==> src/rtl/demux4_reg_if.sv <==
// rtl/demux4_reg_if.sv - handshake bundle between one producer and four consumer lanes
interface demux4_reg_if #(
  parameter int W = 32
);
  logic         in_valid;
  logic         in_ready;
  logic [W-1:0] in_data;
  logic [1:0]   in_sel;
  logic [3:0]   out_valid;
  logic [3:0]   out_ready;
  logic [W-1:0] out_data0;
  logic [W-1:0] out_data1;
  logic [W-1:0] out_data2;
  logic [W-1:0] out_data3;

  modport slave (
    input  in_valid, in_data, in_sel, out_ready,
    output in_ready, out_valid, out_data0, out_data1, out_data2, out_data3
  );

  modport master (
    output in_valid, in_data, in_sel, out_ready,
    input  in_ready, out_valid, out_data0, out_data1, out_data2, out_data3
  );
endinterface

==> src/rtl/demux4_reg.sv <==
// rtl/demux4_reg.sv - registered 1-to-4 demultiplexer with per-lane delivered-beat counters
module demux4_reg #(
  parameter int W  = 32,
  parameter int CW = 8
) (
  input  logic                 clk,
  input  logic                 reset,
  demux4_reg_if.slave          bus,
  output logic [CW-1:0]        beat_cnt0,
  output logic [CW-1:0]        beat_cnt1,
  output logic [CW-1:0]        beat_cnt2,
  output logic [CW-1:0]        beat_cnt3
);

  typedef enum logic [0:0] {
    EMPTY = 1'b0,
    FULL  = 1'b1
  } state_t;

  state_t              state_q, state_d;
  logic [W-1:0]        dreg_q, dreg_d;
  logic [1:0]          dest_q, dest_d;
  logic [3:0][CW-1:0]  cnt_q, cnt_d;

  logic       full;
  logic       drain;
  logic       load;
  logic [3:0] lane_hit;

  always_ff @(posedge clk) begin
    if (reset) begin
      state_q <= EMPTY;
      dreg_q  <= '0;
      dest_q  <= 2'd0;
      cnt_q   <= '0;
    end else begin
      state_q <= state_d;
      dreg_q  <= dreg_d;
      dest_q  <= dest_d;
      cnt_q   <= cnt_d;
    end
  end

  always_comb begin
    full         = (state_q == FULL);
    // in_ready looks only at the held beat's lane so in_valid never loops back into it
    drain        = full & bus.out_ready[dest_q];
    bus.in_ready = ~full | bus.out_ready[dest_q];
    load         = bus.in_valid & bus.in_ready;

    state_d = state_q;
    dreg_d  = dreg_q;
    dest_d  = dest_q;

    case (state_q)
      EMPTY: if (load) state_d = FULL;
      FULL:  if (drain && !load) state_d = EMPTY;
      default: state_d = EMPTY;
    endcase

    if (load) begin
      dreg_d = bus.in_data;
      dest_d = bus.in_sel;
    end

    lane_hit      = full ? (4'b0001 << dest_q) : 4'b0000;
    bus.out_valid = lane_hit;
    bus.out_data0 = lane_hit[0] ? dreg_q : '0;
    bus.out_data1 = lane_hit[1] ? dreg_q : '0;
    bus.out_data2 = lane_hit[2] ? dreg_q : '0;
    bus.out_data3 = lane_hit[3] ? dreg_q : '0;

    for (int n = 0; n < 4; n++) begin
      cnt_d[n] = cnt_q[n] + ((lane_hit[n] & bus.out_ready[n]) ? CW'(1) : CW'(0));
    end

    beat_cnt0 = cnt_q[0];
    beat_cnt1 = cnt_q[1];
    beat_cnt2 = cnt_q[2];
    beat_cnt3 = cnt_q[3];
  end

endmodule

==> src/flat_wrapper.sv <==
// flat-port wrapper written by rule: the top's interface ports become plain ports
module demux4_reg_flat 
#(
  parameter int W  = 32,
  parameter int CW = 8
)
  (clk, reset, beat_cnt0, beat_cnt1, beat_cnt2, beat_cnt3, bus_in_valid, bus_in_data, bus_in_sel, bus_out_ready, bus_in_ready, bus_out_valid, bus_out_data0, bus_out_data1, bus_out_data2, bus_out_data3);
  demux4_reg_if #(.W(W)) bus_i ();
  input  logic clk;
  input  logic reset;
  output logic [CW-1:0] beat_cnt0;
  output logic [CW-1:0] beat_cnt1;
  output logic [CW-1:0] beat_cnt2;
  output logic [CW-1:0] beat_cnt3;
  input wire logic [$bits(bus_i.in_valid)-1:0] bus_in_valid;
  input wire logic [$bits(bus_i.in_data)-1:0] bus_in_data;
  input wire logic [$bits(bus_i.in_sel)-1:0] bus_in_sel;
  input wire logic [$bits(bus_i.out_ready)-1:0] bus_out_ready;
  output wire logic [$bits(bus_i.in_ready)-1:0] bus_in_ready;
  output wire logic [$bits(bus_i.out_valid)-1:0] bus_out_valid;
  output wire logic [$bits(bus_i.out_data0)-1:0] bus_out_data0;
  output wire logic [$bits(bus_i.out_data1)-1:0] bus_out_data1;
  output wire logic [$bits(bus_i.out_data2)-1:0] bus_out_data2;
  output wire logic [$bits(bus_i.out_data3)-1:0] bus_out_data3;
  assign bus_i.in_valid = bus_in_valid;
  assign bus_i.in_data = bus_in_data;
  assign bus_i.in_sel = bus_in_sel;
  assign bus_i.out_ready = bus_out_ready;
  assign bus_in_ready = bus_i.in_ready;
  assign bus_out_valid = bus_i.out_valid;
  assign bus_out_data0 = bus_i.out_data0;
  assign bus_out_data1 = bus_i.out_data1;
  assign bus_out_data2 = bus_i.out_data2;
  assign bus_out_data3 = bus_i.out_data3;
  demux4_reg #(.W(W), .CW(CW)) u_core (.clk(clk), .reset(reset), .bus(bus_i), .beat_cnt0(beat_cnt0), .beat_cnt1(beat_cnt1), .beat_cnt2(beat_cnt2), .beat_cnt3(beat_cnt3));
endmodule
==> config.mk <==
export PLATFORM = sky130hd
export DESIGN_NAME = demux4_reg_flat
export DESIGN_NICKNAME = d
export VERILOG_FILES = /design/src/rtl/demux4_reg_if.sv /design/src/rtl/demux4_reg.sv /design/src/flat_wrapper.sv
export SDC_FILE = /design/constraint.sdc
export NUM_CORES = 1
export LEC_CHECK = 0
export CAP_MARGIN = 20
export CELL_PAD_IN_SITES_DETAIL_PLACEMENT = 0
export CELL_PAD_IN_SITES_GLOBAL_PLACEMENT = 1
export CORE_AREA = 3 3 98 100
export DETAILED_ROUTE_END_ITERATION = 12
export DIE_AREA = 0 0 101 103
export DONT_BUFFER_PORTS = 1
export PLACE_DENSITY_LB_ADDON = 0.25
export SKIP_CTS_REPAIR_TIMING = 1
export SKIP_LAST_GASP = 1
export SYNTH_ARGS = -nofsm -noshare
export SYNTH_HDL_FRONTEND = slang
export SYNTH_SLANG_ARGS = --single-unit
==> constraint.sdc <==
create_clock -name clk -period 2.5 [get_ports clk]
set_input_delay 0.125 -clock clk [delete_from_list [all_inputs] [get_ports clk]]
set_output_delay 0.125 -clock clk [all_outputs]
set_load 0.02 [all_outputs]
# Word level (Yosys, flattened, before mapping)
# Index checks and enable logic that the tools add are counted.
# totals
ff_bits	67
input_bits	41
out_inout_bits	165
# classes
addsub	4
magnitude_cmp	1
n_shift	1
mux	14
bitwise_logic	8
reduce_logical	2
# ops
op	n
$mux 32	4
$add 8x8->8	4
$mux 1	7
$and 1x1->1	6
$mux 4	1
$shl 1x2->4 const A	1
$lt 2x3->1 const B	1
$bmux 1 s2	1
$pmux 1 s2	1
$logic_and 1x1->1	1
$logic_not 1->1	1
$not 1->1	1
$or 1x1->1	1

# Longest topological paths before layout
# logic_depth
word_depth	8
mapped_depth	10

# Worst setup path after synthesis
# OpenSTA, ideal clock, no wires.
# synth_path
path_type	reg-to-reg
startpoint	register u_core.dest_q[1]
endpoint	register u_core.cnt_q, in the netlist u_core.beat_cnt2[6]
setup_ps	70
arrival_ps	2176
required_ps	2430
path_slack_ps	253
stages_incl_launch_ff	10
synth_period_minus_slack_ps	2247
path_cell_list	dfxtp_1 -> and2_1 -> nor2b_1 -> clkbuf_1 -> and2_1 -> ha_1 -> ha_1 -> nand2_1 -> or3_1 -> a21oi_1
# synth_via
elab_chain_len	5
# synth_rtl
element	line	source
start, declared	demux4_reg.sv:22	logic [1:0] dest_q, dest_d;
start signal, assigned	demux4_reg.sv:39	dest_q <= dest_d;
$shl 1x2->4	demux4_reg.sv:66	lane_hit = full ? (4'b0001 << dest_q) : 4'b0000;
$mux 4	demux4_reg.sv:66	
via bus_out_valid[2]	flat_wrapper.sv:20	output wire logic [$bits(bus_i.out_valid)-1:0] bus_out_valid;
$and 1x1->1	demux4_reg.sv:74	cnt_d[n] = cnt_q[n] + ((lane_hit[n] & bus.out_ready[n]) ? CW'(1) : CW'(0));
$mux 1	demux4_reg.sv:74	
$add 8x8->8	demux4_reg.sv:74	
end signal, assigned	demux4_reg.sv:40	cnt_q <= cnt_d;
end, declared	demux4_reg.sv:23	logic [3:0][CW-1:0] cnt_q, cnt_d;
# The timed path passes the listed nets, and every way through them passes these cells.
# A chain may end at the register's enable or synchronous reset.

# Final worst setup path
# layout_path
startpoint	register u_core.dest_q[0]
endpoint	register u_core.cnt_q, in the netlist u_core.beat_cnt3[6]
# layout_via
elab_chain_len	5
# layout_rtl
element	line
$shl 1x2->4	demux4_reg.sv:66
$mux 4	demux4_reg.sv:66
$and 1x1->1	demux4_reg.sv:74
$mux 1	demux4_reg.sv:74
$add 8x8->8	demux4_reg.sv:74
# No other way between the ends.

==> qor.yml <==
clk_pin_slew_worst_paths_ps: 80
n_fill_cell: 814
p_seq_share_pct: 43.2
grt_usage_pct: 17.91
gp_congestion: 0.8007
setup_viol: 0
status: "complete, but fails checks"
cell_internal_pwr_mw: 2.034
clockBufferDepth: 2
setup_slack_ps: 479.0
drive_gt1_share_pct: 5.907
antenna_found_initial: 0
cts-root-buf: "clkbuf_8"
totalWireLength_mm: 10.01
yosys_warnings: 0
endpoint_kind: "register"
via_count: 3071
synth_area_mm2: 0.003816
skew_ps: 10.38
drt_pass1_iterations: 4
swShare_pct: 24.32
cts_tree: "yes"
drc_errors: 0
synth_cell_types: 24
finalCritPeriodShare_pct: 80.84
port_buffers: 0
n_antenna_cell: 0
dr.first_iter.drc_count: 72
maxCapViolations: 0
critical_path_class: "reg2reg"
final_cell_count_no_fill: 582
numCtsBuffers: 9
rows: 34
pre_cts_ws_ps: 485.6
finalCriticalPeriod_ps: 2021
crit_path_start_kind: "register"
grt_pass1_vias: 2748
dp.cells: 529
ioPinCount: 206
ys_seq_elements: 67
crit_path_max_fanout: 15
power_density_mw_per_mm2: 596.4
dieArea_mm2: 0.01040
final_common_cell: "and2_1"
hpwl_mm: 6.702
ant_nets: 0
die_w_um: 101
rsz0062_at_grt: "false"
clk_latency_ps: 340
worstMarginPinSlew_ps: 532.4
finalNetCount: 518
syn_to_final_growth_pct: 18.10
die_y_um: 103
coreArea_mm2: 0.008763
synth_ff_type: "dfxtp_1"
wl_per_cell_um: 17.20
grt_pass1_wl_mm: 14.66
viasPerCell: 5.277
utilization_pct: 51.43
syn_inst: 446
grt_overflow_total: 0
finalPower_mw: 2.688
violations: "negative hold slack"
cts_sinks: 67
fin_area_mm2: 0.004507
avgSynthCellArea_um2: 8.556
switchingPower_mw: 0.6537
grt_start_max_net_pins: 102
final-max-slew-violation-count: 0
synthArstFlopShare_pct: 0
tns_ps: 0
placed_area_mm2: 0.003845
cp_data_required_time_ps: 2770
comb_power_share_pct: 10.8
holdWs_ps: -36.07
synth_seq_area_share_pct: 35.15
clock.fmax_mhz: 494.8
final_cell_mix: "and2_1, nand2b_1, dfxtp_1, mux2i_1, dlygate4sd3_1"
initial_utilization_pct: 43.55
ir_drop_v: 0.0002514
hold_viol: 3
timing.slew.headroom_pct: 64.39
critical_path_arrival_ps: 2290
clkPwrFrac_pct: 46.0
synth-edff-count: 0
power.leakage_nw: 1.915
hold_path_class: "in2reg"
htree_num_levels: 3
syn_nets: 495
## registers in the layout, indices dropped and copies added (netlist names)
register,count
u_core.beat_cnt1,8
u_core.full,1
u_core.dreg_q,32
u_core.beat_cnt0,8
u_core.dest_q,2
u_core.beat_cnt2,8
u_core.beat_cnt3,8
## per-layer routing
| metal | track usage [%] | vias up | part of all wire, % |
|---|---|---|---|
| li1 | - | 1511 | - |
| met1 | 21.65 | 1430 | 40 |
| met2 | 29.42 | 120 | 50 |
| met3 | 6.428 | 10 | 8.5 |
| met4 | 6.544 | 0 | 1.2 |
| met5 | 0 | - | 0 |
## layout make-up
cell class / instances / area, µm² / share of cell area, %
Sequential cell: 67 / 1341 / 29.76
Clock buffer: 10 / 137.6 / 3.054
Clock inverter: 6 / 136.4 / 3.026
Multi-Input combinational cell: 345 / 2305 / 51.14
Tap cell: 108 / 135.1 / 2.998
Inverter: 1 / 3.754 / 0.08329
Timing Repair Buffer: 45 / 447.9 / 9.939
## synth_stat cells (2+ instances only)
cell,instances,area share (%)
dfxtp_1,67,35
nor2_1,12,1.2
or3_1,12,2.0
a21oi_1,13,1.7
ha_1,8,2.6
clkbuf_1,27,2.7
xor2_1,8,1.8
nand3_1,12,1.6
o21ai_0,12,1.6
nor2b_1,10,1.6
xnor2_1,4,0.92
buf_12,3,1.6
and2_1,101,17
mux2i_1,36,9.4
buf_2,2,0.26
nand2b_1,68,11
and3_1,34,5.6
nand4_1,4,0.66
nand2_1,8,0.79
## worst max-delay path, stage by stage, from the launching register on
cell     delay, ps
dfxtp_1        620
and3_1         250
and2_1         130
ha_1           200
ha_1           220
nand2_1         80
or3_1          310
a21oi_1        140
## worst paths after layout
kind | startpoint | to | slack (ps) | depth (start not counted)
setup / recovery | u_core.dest_q[0] | u_core.beat_cnt3[6] | 480 | 7
hold / removal | reset | u_core.dreg_q[11] | -40 | 2
setup reg to reg | u_core.dest_q[0] | u_core.beat_cnt3[6] | 480 | 7
hold reg to reg | u_core.dreg_q[20] | u_core.dreg_q[20] | 510 | 2
## cells by family (layout without fill, tap and decap cells)
logic type | Yosys count | in the layout | synth area share [%]
XOR/XNOR | 12 | 12 | 2.754
flip-flops | 67 | 67 | 35.15
multiplexers | 36 | 36 | 9.443
adder cells (fa/ha/maj) | 8 | 8 | 2.623
AO/OA/AOI/OAI | 27 | 27 | 3.869
buffers and inverters | 34 | 62 | 4.885
AND/OR/NAND/NOR | 262 | 262 | 41.28
## power groups by stage
stage	Sequential (mW)	Clock, mW	Combinational [mW]
6_report	1.16	1.24	0.291
2_1_floorplan	1.17	0	0.218
4_1_cts	1.16	1.27	0.224
3_3_place_gp	1.18	0	0.217
3_5_place_dp	1.19	0	0.224
5_1_grt	1.17	1.31	0.319
No activity file was read; power rests on OpenSTA's default activity.
